--- config.mk ---
export PLATFORM = sky130hd
export DESIGN_NAME = led_row_scanner_flat
export DESIGN_NICKNAME = d
export VERILOG_FILES = /design/src/rtl/led_row_scanner_if.sv /design/src/rtl/led_row_scanner.sv /design/src/flat_wrapper.sv
export SDC_FILE = /design/constraint.sdc
export NUM_CORES = 1
export LEC_CHECK = 0
export BUFFER_PORTS_ARGS = -buffer_cell sky130_fd_sc_hd__buf_2
export CORE_ASPECT_RATIO = 1.75
export CORE_MARGIN = 3
export CORE_UTILIZATION = 40
export CTS_BUF_LIST = sky130_fd_sc_hd__clkbuf_16
export CTS_CLUSTER_DIAMETER = 120
export CTS_CLUSTER_SIZE = 10
export DETAILED_ROUTE_END_ITERATION = 7
export RECOVER_POWER = 25
export SYNTH_ARGS = -nofsm -noshare
export SYNTH_HDL_FRONTEND = slang
export SYNTH_SLANG_ARGS = --single-unit
--- constraint.sdc ---
create_clock -name clk -period 2.5 [get_ports clk]
set_clock_uncertainty 0.15 [all_clocks]
set_input_delay 0.5 -clock clk [delete_from_list [all_inputs] [get_ports clk]]
set_output_delay 0.5 -clock clk [all_outputs]
set_load 0.05 [all_outputs]
--- src/rtl/led_row_scanner_if.sv ---
// ============================================================================
// Module      : led_row_scanner_if
// Description : Row-fetch handshake between the LED row scanner (master) and
//               the board memory that supplies one row of pixels per request.
// Signals     : row_data_req  master->slave  request pixels for row_addr
//               row_addr[2:0] master->slave  row being fetched
//               row_data_ack  slave->master  row_data valid; transfer on req&ack
//               row_data[7:0] slave->master  pixel bits, bit i = column i
// Revision    : 1.0 - initial release
// ============================================================================
`default_nettype none

interface led_row_scanner_if;
    logic       row_data_req;
    logic [2:0] row_addr;
    logic       row_data_ack;
    logic [7:0] row_data;

    modport master (
        output row_data_req,
        output row_addr,
        input  row_data_ack,
        input  row_data
    );

    modport slave (
        input  row_data_req,
        input  row_addr,
        output row_data_ack,
        output row_data
    );
endinterface

`default_nettype wire

--- src/rtl/led_row_scanner.sv ---
// ============================================================================
// Module      : led_row_scanner
// Description : Multiplexes an 8x8 LED matrix one row at a time. Each row is
//               fetched over the req/ack interface, held blanked for
//               BLANK_CYCLES, then lit for DWELL_CYCLES. All rows are dark
//               while row_sel/cols change, so lit rows never glitch.
// Optional    : ROW_SCANNER_TIMEOUT_EN - abandon a fetch after TIMEOUT_CYCLES
//               without ack, show the row dark and pulse fetch_timeout.
// Ports       : clk            system clock, rising edge
//               rst_n          asynchronous active-low reset
//               ena            scan enable (sampled in IDLE / last lit cycle)
//               fetch          row-fetch handshake (master modport)
//               row_ena        row decoder enable, high only while lit
//               row_sel[2:0]   row decoder input, current row
//               cols[7:0]      registered column drive
//               frame_done     1-cycle pulse after row 7 has been lit
//               fetch_timeout  1-cycle pulse on fetch timeout (0 without macro)
// Revision    : 1.0 - initial release
// ============================================================================
`default_nettype none

module led_row_scanner #(
    parameter int BLANK_CYCLES   = 2,
    parameter int DWELL_CYCLES   = 64,
    parameter int TIMEOUT_CYCLES = 16
) (
    input  wire logic          clk,
    input  wire logic          rst_n,
    input  wire logic          ena,
    led_row_scanner_if.master  fetch,
    output logic               row_ena,
    output logic [2:0]         row_sel,
    output logic [7:0]         cols,
    output logic               frame_done,
    output logic               fetch_timeout
);

    // Counter is shared by BLANK, ACTIVE and (optionally) FETCH, so it is
    // sized for the longest of the three intervals.
    localparam int c_max_ab    = (BLANK_CYCLES > DWELL_CYCLES) ? BLANK_CYCLES : DWELL_CYCLES;
    localparam int c_max_cycles = (c_max_ab > TIMEOUT_CYCLES) ? c_max_ab : TIMEOUT_CYCLES;
    localparam int c_cnt_w     = $clog2(c_max_cycles + 1);

    localparam logic [c_cnt_w-1:0] c_cnt_one   = c_cnt_w'(1);
    localparam logic [c_cnt_w-1:0] c_blank_last = c_cnt_w'(BLANK_CYCLES - 1);
    localparam logic [c_cnt_w-1:0] c_dwell_last = c_cnt_w'(DWELL_CYCLES - 1);
`ifdef ROW_SCANNER_TIMEOUT_EN
    localparam logic [c_cnt_w-1:0] c_timeout_last = c_cnt_w'(TIMEOUT_CYCLES - 1);
`endif

    typedef enum logic [1:0] {
        ST_IDLE   = 2'd0,
        ST_FETCH  = 2'd1,
        ST_BLANK  = 2'd2,
        ST_ACTIVE = 2'd3
    } state_t;

    state_t               state_q, state_d;
    logic [2:0]           row_q, row_d;
    logic [c_cnt_w-1:0]   cnt_q, cnt_d;
    logic [7:0]           cols_q, cols_d;
    logic                 frame_done_q, frame_done_d;
`ifdef ROW_SCANNER_TIMEOUT_EN
    logic                 fetch_timeout_q, fetch_timeout_d;
`endif

    // ------------------------------------------------------------------
    // Next-state logic
    // ------------------------------------------------------------------
    always_comb begin
        state_d      = state_q;
        row_d        = row_q;
        cnt_d        = cnt_q;
        cols_d       = cols_q;
        frame_done_d = 1'b0;
`ifdef ROW_SCANNER_TIMEOUT_EN
        fetch_timeout_d = 1'b0;
`endif
        case (state_q)
            ST_IDLE: begin
                cnt_d = '0;
                if (ena) begin
                    state_d = ST_FETCH;
                end
            end

            ST_FETCH: begin
                // An ack is checked first so that it wins over a timeout
                // landing in the same cycle.
                if (fetch.row_data_ack) begin
                    cols_d  = fetch.row_data;
                    cnt_d   = '0;
                    state_d = ST_BLANK;
                end
`ifdef ROW_SCANNER_TIMEOUT_EN
                else if (cnt_q == c_timeout_last) begin
                    cols_d          = 8'h00;
                    cnt_d           = '0;
                    fetch_timeout_d = 1'b1;
                    state_d         = ST_BLANK;
                end else begin
                    cnt_d = cnt_q + c_cnt_one;
                end
`endif
            end

            ST_BLANK: begin
                if (cnt_q == c_blank_last) begin
                    cnt_d   = '0;
                    state_d = ST_ACTIVE;
                end else begin
                    cnt_d = cnt_q + c_cnt_one;
                end
            end

            ST_ACTIVE: begin
                if (cnt_q == c_dwell_last) begin
                    cnt_d        = '0;
                    row_d        = row_q + 3'd1;  // natural 3-bit wrap 7->0
                    frame_done_d = (row_q == 3'd7);
                    state_d      = ena ? ST_FETCH : ST_IDLE;
                end else begin
                    cnt_d = cnt_q + c_cnt_one;
                end
            end

            default: begin
                state_d = ST_IDLE;
                cnt_d   = '0;
            end
        endcase
    end

    // ------------------------------------------------------------------
    // State registers
    // ------------------------------------------------------------------
    always_ff @(posedge clk or negedge rst_n) begin
        if (!rst_n) begin
            state_q      <= ST_IDLE;
            row_q        <= 3'd0;
            cnt_q        <= '0;
            cols_q       <= 8'h00;
            frame_done_q <= 1'b0;
        end else begin
            state_q      <= state_d;
            row_q        <= row_d;
            cnt_q        <= cnt_d;
            cols_q       <= cols_d;
            frame_done_q <= frame_done_d;
        end
    end

`ifdef ROW_SCANNER_TIMEOUT_EN
    always_ff @(posedge clk or negedge rst_n) begin
        if (!rst_n) begin
            fetch_timeout_q <= 1'b0;
        end else begin
            fetch_timeout_q <= fetch_timeout_d;
        end
    end

    assign fetch_timeout = fetch_timeout_q;
`else
    assign fetch_timeout = 1'b0;
`endif

    // ------------------------------------------------------------------
    // Outputs: registered or decoded straight from state, so reset forces
    // every one of them low without waiting for a clock edge.
    // ------------------------------------------------------------------
    assign fetch.row_data_req = (state_q == ST_FETCH);
    assign fetch.row_addr     = row_q;
    assign row_ena            = (state_q == ST_ACTIVE);
    assign row_sel            = row_q;
    assign cols               = cols_q;
    assign frame_done         = frame_done_q;

endmodule

`default_nettype wire

--- src/flat_wrapper.sv ---
// flat-port wrapper written by rule: the top's interface ports become plain ports
module led_row_scanner_flat 
#(
    parameter int BLANK_CYCLES   = 2,
    parameter int DWELL_CYCLES   = 64,
    parameter int TIMEOUT_CYCLES = 16
)
  (clk, rst_n, ena, row_ena, row_sel, cols, frame_done, fetch_timeout, fetch_row_data_req, fetch_row_addr, fetch_row_data_ack, fetch_row_data);
  led_row_scanner_if fetch_i ();
  input  wire logic clk;
  input  wire logic rst_n;
  input  wire logic ena;
  output logic row_ena;
  output logic [2:0] row_sel;
  output logic [7:0] cols;
  output logic frame_done;
  output logic fetch_timeout;
  output wire logic [$bits(fetch_i.row_data_req)-1:0] fetch_row_data_req;
  output wire logic [$bits(fetch_i.row_addr)-1:0] fetch_row_addr;
  input wire logic [$bits(fetch_i.row_data_ack)-1:0] fetch_row_data_ack;
  input wire logic [$bits(fetch_i.row_data)-1:0] fetch_row_data;
  assign fetch_row_data_req = fetch_i.row_data_req;
  assign fetch_row_addr = fetch_i.row_addr;
  assign fetch_i.row_data_ack = fetch_row_data_ack;
  assign fetch_i.row_data = fetch_row_data;
  led_row_scanner #(.BLANK_CYCLES(BLANK_CYCLES), .DWELL_CYCLES(DWELL_CYCLES), .TIMEOUT_CYCLES(TIMEOUT_CYCLES)) u_core (.clk(clk), .rst_n(rst_n), .ena(ena), .fetch(fetch_i), .row_ena(row_ena), .row_sel(row_sel), .cols(cols), .frame_done(frame_done), .fetch_timeout(fetch_timeout));
endmodule
Yosys cells after proc, flatten, opt, wreduce, memory -nomap -nowiden
Index checks and enable logic that the tools add are counted.
{ "op_classes": {"addsub": 2, "mul": 0, "n_div": 0, "order_cmp": 0, "n_eq_ne": 10, "shifts": 0, "muxes": 12, "n_bitwise": 0, "reduce_logical": 4} }
{ "ops": {"columns": ["cell", "count"], "rows": [
  ["7-bit case mux with 4 select lines", 1],
  ["7-bit 2-to-1 mux", 3],
  ["2-bit 2-to-1 mux", 4],
  ["2-bit case mux with 4 select lines", 1],
  ["7-bit by 1-bit adder with 7-bit output (second input constant)", 1],
  ["7-bit by 1-bit equality test with 1-bit output (second input constant)", 1],
  ["7-bit by 6-bit equality test with 1-bit output (second input constant)", 1],
  ["2-bit by 1-bit != test with 1-bit output (second input constant)", 3],
  ["2-bit equality test (second input constant)", 2],
  ["2-bit AND reduction", 2],
  ["4-bit AND reduction", 1],
  ["3-bit by 1-bit adder with 3-bit output (second input constant)", 1],
  ["3-bit equality test (second input constant)", 1],
  ["1-bit 2-to-1 mux", 3],
  ["2-bit by 1-bit equality test with 1-bit output (second input constant)", 1],
  ["2-bit logical NOT", 1],
  ["2-bit != test (second input constant)", 1]
]} }
{ "totals": {"reg_bits": 21, "latch_bits": 0, "ramBits": 0, "rom_bits": 0, "output_inout_bits": 18, "memories": 0} }

Depth between registers and ports, before layout
Gate-level depths: netlist of run 1.
{ "depth": {"word_depth": 3, "depth_mapped": 7} }

Worst setup path before layout of run 1
Ideal clock, no wire load.
{ "synth_path": {"path_kind": "register -> register", "from": "register u_core.state_q[1]", "to": "register u_core.cnt_q[3]", "setup_ps": 133, "t_arrival_ps": 1677, "required_ps": 2217, "setup_slack_ps": 540, "path_stages_with_launch": 8, "n_path_buf": 1, "period_less_slack_ps": 1960, "path_cell_list": "dfrtp_1 > inv_1 > ha_1 > nand2b_1 > clkbuf_1 > nand4_1 > xor2_1 > a21oi_1"} }
{ "synth_between": {"elab_chain_len": 2, "elab_cells_between_ends": 6, "cone_classes": "eq/ne (4); mux (1); reduce/logical (1)"} }
{ "synth_lines": {"columns": ["element", "line", "rtl"], "rows": [
  ["from (decl)", "led_row_scanner.sv:58", "state_t state_q, state_d;"],
  ["from (signal assigned)", "led_row_scanner.sv:145", "state_q <= state_d;"],
  ["2-bit by 1-bit equality test with 1-bit output (*)", null, null],
  ["via fetch_row_data_req", "flat_wrapper.sv:18", "output wire logic [$bits(fetch_i.row_data_req)-1:0] fetch_row_data_req;"],
  ["7-bit case mux with 4 select lines or 2-bit by 1-bit != test with 1-bit output (tied branches)", null, null],
  ["to (signal assigned)", "led_row_scanner.sv:147", "cnt_q <= cnt_d;"],
  ["to (decl)", "led_row_scanner.sv:60", "logic [c_cnt_w-1:0] cnt_q, cnt_d;"]
]} }
Mark *: on every way through the listed nets, which the timed path passes. The rest lies on a longest branch.
A chain may end at the register's enable or synchronous reset.

Worst setup path after layout of run 1
{ "layout_path": {"from": "register u_core.cnt_q[0]", "to": "register u_core.state_q[1]"} }
{ "layout_between": {"elab_chain_len": 3, "elab_cells_between_ends": 5, "cone_classes": "eq/ne (4); reduce/logical (1)"} }
{ "layout_lines": {"columns": ["element", "line"], "rows": [
  ["7-bit by 1-bit equality test with 1-bit output or 7-bit by 6-bit equality test with 1-bit output (tied branches)", "led_row_scanner.sv:108, led_row_scanner.sv:117"],
  ["2-bit by 1-bit != test with 1-bit output (no line)", null],
  ["4-bit AND reduction (no line) (*)", null]
]} }
Mark *: on every way between the ends. The rest lies on a longest branch, timed or not.

==> impl_metrics.toml, run 1 <==
[sta]
final_hold_violations = 0
worst_slew_margin_rel_pct = 27.0
finalCriticalPeriod_ns = 1.96
achievable-frequency_mhz = 511
grt_setup_unrepaired = "false"
worst_slew_pin_slew_ns = 1.10
hold_ws_ns = 0.286
final_setup_violations = 0
finalCritPeriodShare_pct = 78.3
totalNegativeSetupSlack_ns = 0
final_max_slew_viol_count = 0
finalWorstSetupSlack_ns = 0.541

[synth]
yosys.area.top_type = "dfrtp_1"
mappedNetlistNets = 117
synth.cell_area_um2 = 1110
ys.warnings.count = 0
ys_types = 32
synth_area_per_cell_um2 = 11.4
synth_top_area_share_pct = 47.4
netlist_top_cells_area = "dfrtp_1, mux2_2, ha_1, nand2_1, buf_4"
ys_seq_area_share_pct = 47.4
ys_ff_latch = 21
yosys_most_used_dff = "dfrtp_1"
synthesis.instances = 97
synth-edff-count = 0
synthArstFlopShare_pct = 100

[global_route]
grt_first_pass_wirelength_um = 3310
met1_usage_pct = 14.1
grt_overflow = 0
gr_met3_demand_resource_pct = 2.13
grt_pass1_vias = 748
grtUsageTotal_pct = 13.1
grt_most_used_layer = "met2"
number_of_antenna_violations_at_the_first_check_in_global_routing = 0
gr_met2_demand_resource_pct = 24.1
grt_max_degree = 22

[setup_path]
cpPeakStageDelay_ns = 0.42
critical_path.cell_chain = "ha_1 -> nand3_1 -> o31ai_2 -> o2111ai_2 -> mux2_4"
timing.critical_path.max_delay_family = "compound AO/OA/AOI/OAI gates"
crit_path_end_kind = "flop"
timing.rr.end = "u_core.state_q[1]"
arrival_ns = 1.94
worst_setup_path_start_kind = "flop"
worstPathRequired_ns = 2.48
number_of_buffer_and_inverter_stages_on_the_critical_path = 0
critical_path.startpoint = "u_core.cnt_q[0]"
timing.reg2reg.worst_path_depth = 5
setup.reg_to_reg.worst_slack_ns = 0.54
worst_setup_path_endpoint = "u_core.state_q[1]"
critical-path-slowest-cell = "dfrtp_1"
path_class = "reg2reg"
crit_reg_reg_startpoint = "u_core.cnt_q[0]"
crit_fanout = 7
critical_path_depth = 5

[placed_design]
placed_cell_area_um2 = 1250
dp_hpwl_um = 1610
dp_worst_setup_slack_ns = 0.544
place.gp.congestion = 0.789
port_buffers = 28

[pwr]
pint_w = 0.000930
power_frac_seq_pct = 30.4
reported_net_switching_power_w = 0.000722
power.density_cell_area_nw_per_um2 = 1240
power.clock.fraction_pct = 20.1
static-leakage-power_nw = 0.674
comb_power_share_pct = 49.4
vdd.ir_drop.worst_mv = 0.457
p_sw_share_pct = 43.7

[layout]
layout-drive-gt1-share_pct = 37.9
layout.core_utilization_pct = 51.4
n_fill_cell = 241
layout_common_cells = "buf_2, dfrtp_1, mux2_2"
layout.cell_area.non_filler_um2 = 1330
layout.cells.most_common = "buf_2"
layout-area-overhead-vs-synth_pct = 19.6
finalNetCount = 145
ant_diodes = 0

[floorplan]
core_um2 = 2580
die_w_um = 45.8
fp.dieH_um = 75.7
rows = 24
starting_density_pct = 43.0
ios = 30
die-area_um2 = 3470

[drt]
drt_pass1_iterations = 3
num_vias = 785
drt_first_iter_violations = 7
drc = 0
avgViaCountPerCell = 5.23
wl_per_cell_um = 13.6
drt_wl_total_um = 2050
antenna_violating_nets_post_route = 0

[cts]
h-tree-depth = 1
clk_root_buffer_cell = "clkbuf_16"
tritoncts_num_sinks = 21
ctsLongestPathBuffers = 2
clock_tree_from_tritoncts = "built"
clock_buffers_created_by_tritoncts = 3
cts_resized = 0
cts_setup_buffers = 0
clkTransAtPathRegs_ns = 0.06
clock_latency_reported_for_the_late_side_of_the_worst_skew_pair_ns = 0.25
post_cts_hold_buffer_count = 0

[run_status]
outcome = "finished clean"

[job]
maxCapViolations = 0

[min_path]
min_path_type = "in2async"
[registers in the layout, indices dropped and copies added (netlist names)]
name / cells
u_core.cnt_q: 7
u_core.frame_done: 1
u_core.cols: 8
u_core.fetch.row_addr: 3
u_core.state_q: 2
[power groups by stage]
stage | sequential, W | clock (W) | combinational, W
final | 0.000503 | 0.000332 | 0.000817
after global routing | 0.000515 | 0.000353 | 0.000884
after CTS | 0.000504 | 0.000338 | 0.000830
after detailed placement | 0.000510 | 0 | 0.000825
after global placement | 0.000504 | 0 | 0.000813
after floorplan | 0.000739 | 0 | 0.000419
[through the flow]
stage	instances	power, W
after floorplan	97	0.00116
after global placement	146	0.00132
after detailed placement	146	0.00134
after CTS	150	0.00167
after global routing	150	0.00175
final	150	0.00165
[synthesized netlist by cell type, types with 2 or more instances]
cell type	number
a21oi_1	5
buf_4	4
dfrtp_1	21
ha_1	8
inv_1	4
mux2_2	10
nand2_1	9
nand2b_1	3
nand3_1	4
nor2_1	2
nor3_1	2
o21ai_0	3
xnor2_1	2
xor2_1	2
[per-layer routing]
metal / wire (um) / share of wire, %
met1: 764 / 37
met2: 1120 / 55
met3: 127 / 6.2
met4: 34 / 1.7
met5: 0 / 0
[how the worst min path moves through the flow]
stage,cells past startpoint,endpoint,from,slack (ns)
after floorplan,0,u_core.cnt_q[0],rst_n,0.05
after global placement,1,u_core.cols[0],rst_n,0.33
after detailed placement,1,u_core.cols[7],rst_n,0.33
after CTS,1,u_core.cols[7],rst_n,0.07
after global routing,2,u_core.cols[2],fetch_row_data[2],0.34
final,1,u_core.cols[5],rst_n,0.29
[area by class of cell]
class / count / area [um^2] / share of cell area, %
Multi-Input combinational cell: 67 / 536 / 40.3
Sequential cell: 21 / 526 / 39.6
Timing Repair Buffer: 28 / 139 / 10.5
Clock buffer: 3 / 75.1 / 5.66
Tap cell: 26 / 32.5 / 2.45
Inverter: 4 / 15.0 / 1.13
Clock inverter: 1 / 5.00 / 0.377
[kinds of logic (layout without fill, tap and decap cells)]
logic type / Yosys count / in the layout / synth area share, %
simple gates: 27 / 27 / 13.0
flops: 21 / 21 / 47.4
compound gates: 16 / 16 / 11.3
mux: 11 / 11 / 11.5
buf+inv: 9 / 36 / 4.40
fa+ha+maj: 8 / 8 / 9.02
xor+xnor: 4 / 4 / 3.16
other cells: 1 / 1 / 0.338
Power figures use the tool's default switching activity.
==> run 2, diff against run 1 <==
PLACE_DENSITY = 0.66   (was unset)
clock period = 1.7 ns   (was 2.5 ns; I/O delays follow)
==> run 2 against run 1 <==
  * The flow now finishes with violations (negative setup slack)
  * Sequential power rose by 51%
  * Final area rose by 18%
  * Routed wire length rose by 22%
  * Clock power rose by 47%
  * First-iteration DRC count rose to 3.6 times the previous value
  * Final cell count rose by 11%
  * Setup slack got worse by 0.63 ns
  * Via count rose by 13%
  * Critical path depth fell by 1
  * Clock-buffer cell count did not move
  * Critical endpoint unchanged
  * Largest cell class unchanged
  * Highest routed layer unchanged
==> impl_metrics.toml, run 2 (same netlist as run 1, synthesis figures left out) <==
[setup_path]
critical_path.cell_chain = "or4_4 -> o21ai_4 -> o2111ai_2 -> mux2_4"
worst_setup_path_start_kind = "flop"
crit_path_end_kind = "flop"
crit_fanout = 4
cpPeakStageDelay_ns = 0.55
timing.reg2reg.worst_path_depth = 4
critical_path_depth = 4
worstPathRequired_ns = 1.69
number_of_buffer_and_inverter_stages_on_the_critical_path = 0
path_class = "reg2reg"
critical-path-slowest-cell = "or4_4"
critical_path.startpoint = "u_core.cnt_q[3]"
timing.critical_path.max_delay_family = "simple AND/OR/NAND/NOR gates"
arrival_ns = 1.78
crit_reg_reg_startpoint = "u_core.cnt_q[3]"

[sta]
hold_ws_ns = 0.166
final_setup_violations = 4
final_max_slew_viol_count = 0
finalCriticalPeriod_ns = 1.79
final_hold_violations = 0
grt_setup_unrepaired = "true"
finalWorstSetupSlack_ns = -0.0935
worst_slew_pin_slew_ns = 0.527
worst_slew_margin_rel_pct = 64.8
finalCritPeriodShare_pct = 106
achievable-frequency_mhz = 558

[pwr]
p_sw_share_pct = 43.1
pint_w = 0.00156
reported_net_switching_power_w = 0.00118
static-leakage-power_nw = 0.772
vdd.ir_drop.worst_mv = 1.04
power.total_w = 0.00275
power_frac_seq_pct = 27.6
comb_power_share_pct = 54.7
power.density_cell_area_nw_per_um2 = 1750
power.clock.fraction_pct = 17.8

[job]
maxCapViolations = 0

[floorplan]
core_um2 = 2580
starting_density_pct = 43.0
ios = 30
die_w_um = 45.8
rows = 24
fp.dieH_um = 75.7
die-area_um2 = 3470

[global_route]
grt_overflow = 0
grt_max_degree = 22
grt_pass1_vias = 896
number_of_antenna_violations_at_the_first_check_in_global_routing = 0
grtUsageTotal_pct = 15.3
grt_first_pass_wirelength_um = 3780

[placed_design]
port_buffers = 28
dp_hpwl_um = 1860
place.gp.congestion = 0.849

[layout]
layout.core_utilization_pct = 60.9
layout.cells.most_common = "buf_2"
layout_common_cells = "buf_2, dfrtp_1, buf_4"
layout-area-overhead-vs-synth_pct = 41.7
ant_diodes = 0
finalNetCount = 162
layout-drive-gt1-share_pct = 51.8
largest_register_ff_count = 8

[cts]
clkTransAtPathRegs_ns = 0.06
clock_tree_from_tritoncts = "built"
clk_root_buffer_cell = "clkbuf_16"
clock_latency_reported_for_the_late_side_of_the_worst_skew_pair_ns = 0.25
tritoncts_num_sinks = 21
h-tree-depth = 1
ctsLongestPathBuffers = 2
clock_buffers_created_by_tritoncts = 3

[drt]
drt_pass1_iterations = 4
num_vias = 890
drt_wl_total_um = 2500
antenna_violating_nets_post_route = 0
drt_first_iter_violations = 25
avgViaCountPerCell = 5.33
wl_per_cell_um = 15.0
drc = 0

[run_status]
outcome = "finished, violations left"
violated_checks = "negative setup slack"

[min_path]
hold_path.startpoint = "fetch_row_data[2]"
worst_hold_path.num_cells = 2
min_path_type = "in2reg"
==> run 2: cell types whose count changed in the layout (fill, tap and decap cells not counted), moves of 2 or more <==
cell,before,now
buf_6,0,3
buf_4,0,14
buf_2,27,25
ha_4,0,3
ha_1,8,5
==> run 2: final timing paths <==
check / slack [ns] / to
worst max-delay path: -0.09 / u_core.state_q[1]
worst min-delay path: 0.17 / u_core.cols[2]
worst max register to register: -0.09 / u_core.state_q[1]
worst min register to register: 0.35 / u_core.cols[2]
max in group asynchronous: 0.56 / u_core.state_q[0]
min in group asynchronous: 0.46 / u_core.cols[3]
==> run 2: worst reg2reg max path: cells and delay by family (launching register included) <==
kind            cells  cell delay (ns)
simple gates        1             0.55
compound gates      2             0.29
mux                 1             0.32
flops               1             0.37
==> run 2: per-layer routing <==
metal	vias up	track usage [%]	routed length [um]
met5	-	0	0
met2	33	30.3	1430
met1	424	14.0	844
li1	424	-	-
met4	0	7.91	83
met3	9	2.13	137
==> run 2: area by class of cell <==
cell class / count / area, um^2
clock buffers: 3 / 75.1
clock inverters: 1 / 3.75
fillers: 206 / 1010
inverters: 4 / 15.0
multi-input cells: 67 / 626
flip-flops and latches: 21 / 527
well taps: 26 / 32.5
repair buffers: 45 / 294
==> run 2: repair_timing <==
action | CTS | global route
hold endpoints to repair | 21 | 0
resized for setup | 10 | 10
gates cloned | 0 | 0
hold buffers | 1 | 0
endpoints found under the setup margin | 13 | 14
setup buffers | 2 | 1
pin swaps | 5 | 6
==> run 2: through the flow <==
step / cell area, um^2 / std cells / setup WS [ns] / TNS, ns
global placement: 1360 / 159 / -0.0859 / -0.215
detailed placement: 1360 / 159 / -0.122 / -0.572
CTS: 1510 / 166 / -0.0971 / -0.140
floorplan: 1120 / 97 / -0.106 / -0.106
global route: 1570 / 167 / -0.131 / -0.428
finish: 1570 / 167 / -0.0935 / -0.143
==> run 2: power by group through the flow <==
stage	logic, W	clock network (W)	registers [W]
CTS	0.00143	0.000498	0.000750
finish	0.00150	0.000488	0.000758
global route	0.00161	0.000521	0.000775
floorplan	0.000641	0	0.00109
detailed placement	0.00134	0	0.000747
global placement	0.00130	0	0.000735
==> run 3, diff against run 2 <==
CORE_MARGIN = 4   (was 3)
PLACE_DENSITY = unset   (was 0.66)
clock period = 1.9 ns   (was 1.7 ns; I/O delays follow)
==> run 3 against run 2 <==
  * The run now ends clean
  * Final cell count decreased by 5.4%
  * Setup slack improved by 0.15 ns
  * Die area up 7.1%
  * Fmax shrank 2.6%
  * Critical path depth unchanged
  * Total power shrank 19%
  * Largest cell class unchanged
  * Sequential share of layout area up 3.9 points
==> impl_metrics.toml, run 3 (same netlist as run 1, synthesis figures left out) <==
[setup_path]
path_class = "reg2reg"
arrival_ns = 1.82
critical_path.startpoint = "u_core.cnt_q[3]"
crit_fanout = 4
cpPeakStageDelay_ns = 0.55
crit_path_end_kind = "flop"
critical_path.cell_chain = "or4_4 -> o21ai_4 -> o2111ai_2 -> mux2_4"
number_of_buffer_and_inverter_stages_on_the_critical_path = 0
crit_reg_reg_startpoint = "u_core.cnt_q[3]"
worst_setup_path_start_kind = "flop"
critical-path-slowest-cell = "or4_4"
worstPathRequired_ns = 1.88
timing.critical_path.max_delay_family = "simple AND/OR/NAND/NOR gates"

[sta]
final_setup_violations = 0
totalNegativeSetupSlack_ns = 0
achievable-frequency_mhz = 543
final_hold_violations = 0
worst_slew_margin_rel_pct = 65.3
worst_slew_pin_slew_ns = 0.520
grt_setup_unrepaired = "true"
finalCritPeriodShare_pct = 96.9
finalCriticalPeriod_ns = 1.84
final_max_slew_viol_count = 0
finalWorstSetupSlack_ns = 0.0588

[floorplan]
starting_density_pct = 41.3
fp.dieH_um = 77.7
rows = 25
ios = 30
core_um2 = 2690
die_w_um = 47.8
die-area_um2 = 3710

[min_path]
hold_path.startpoint = "fetch_row_data[1]"
min_path_type = "in2reg"

[layout]
finalNetCount = 152
layout_common_cells = "buf_2, dfrtp_1, mux2_2"
layout.cell_area.non_filler_um2 = 1400
n_fill_cell = 254
layout.core_utilization_pct = 52.2
layout-area-overhead-vs-synth_pct = 26.5
layout.cells.most_common = "buf_2"
ant_diodes = 0
layout-drive-gt1-share_pct = 43.5
largest_register_ff_count = 8

[global_route]
number_of_antenna_violations_at_the_first_check_in_global_routing = 0
grt_pass1_vias = 868
grtUsageTotal_pct = 13.5
grt_overflow = 0
grt_max_degree = 22
grt_first_pass_wirelength_um = 3740

[cts]
clkTransAtPathRegs_ns = 0.06
ctsLongestPathBuffers = 2
clock_buffers_created_by_tritoncts = 3
clock_latency_reported_for_the_late_side_of_the_worst_skew_pair_ns = 0.25
clk_root_buffer_cell = "clkbuf_16"
cts_setup_buffers = 0
tritoncts_num_sinks = 21
h-tree-depth = 1
clock_tree_from_tritoncts = "built"

[drt]
drt_first_iter_violations = 6
wl_per_cell_um = 13.7
avgViaCountPerCell = 5.19
drt_wl_total_um = 2170
drt_pass1_iterations = 3
antenna_violating_nets_post_route = 0
num_vias = 820
drc = 0

[placed_design]
placed_cell_area_um2 = 1300
port_buffers = 28
dp_hpwl_um = 1730
dp_worst_setup_slack_ns = 0.0360
place.gp.congestion = 0.860

[pwr]
comb_power_share_pct = 51.4
pint_w = 0.00127
reported_net_switching_power_w = 0.000962
power_frac_seq_pct = 29.2
p_sw_share_pct = 43.1
power.clock.fraction_pct = 19.4
vdd.ir_drop.worst_mv = 0.715
static-leakage-power_nw = 0.709
power.density_cell_area_nw_per_um2 = 1590

[run_status]
outcome = "finished clean"

[job]
maxCapViolations = 0
[run 3: changes by cell type in the layout (fill, tap and decap cells not counted), sizes merged]
cell,change
clkinv,+1
inv,-1
buf,-10
[run 3: layout make-up]
type	count	area [um^2]	area share [%]
clock buffer	3	75.1	5.35
clock inverter	1	5.00	0.357
inverter	4	15.0	1.07
multi-input combinational	67	554	39.5
sequential	21	526	37.4
tap	27	33.8	2.41
timing repair buffer	35	195	13.9
[run 3: repair_timing]
action,4_1_cts,5_1_grt
endpoints found under the hold margin,21,0
endpoints found under the setup margin,0,5
hold buffers,1,0
gates resized for setup,0,3
[run 3: path summary, 6_finish.rpt]
| path | endpoint | slack (ns) | cells after the start |
|---|---|---|---|
| setup reg to reg | u_core.state_q[1] | 0.06 | 4 |
| hold reg to reg | u_core.cols[6] | 0.35 | 1 |
| hold / removal | u_core.cols[1] | 0.21 | 2 |
| max in group asynchronous | u_core.frame_done | 0.77 | 2 |
| setup / recovery | u_core.state_q[1] | 0.06 | 4 |
| min in group asynchronous | u_core.cols[2] | 0.48 | 2 |
[run 3: power groups by stage]
stage | registers [W] | logic [W] | clock network (W)
after floorplan | 0.000973 | 0.000556 | 0
after global placement | 0.000649 | 0.00112 | 0
after detailed placement | 0.000662 | 0.00114 | 0
after CTS | 0.000653 | 0.00115 | 0.000447
after global routing | 0.000672 | 0.00125 | 0.000468
final | 0.000652 | 0.00115 | 0.000433
[run 3: per-stage QoR]
step,cells,total power (W),hold slack [ns]
6_report,158,0.00223,0.212
5_1_grt,158,0.00239,0.206
4_1_cts,158,0.00225,0.206
3_5_place_dp,153,0.00180,0.211
3_3_place_gp,153,0.00177,0.209
2_1_floorplan,97,0.00153,-0.0656
[run 3: per-layer routing]
layer / global-route usage, % / wire (um)
met4: 6.47 / 63
met3: 2.32 / 113
met5: 0 / 0
met1: 14.6 / 795
met2: 23.3 / 1200
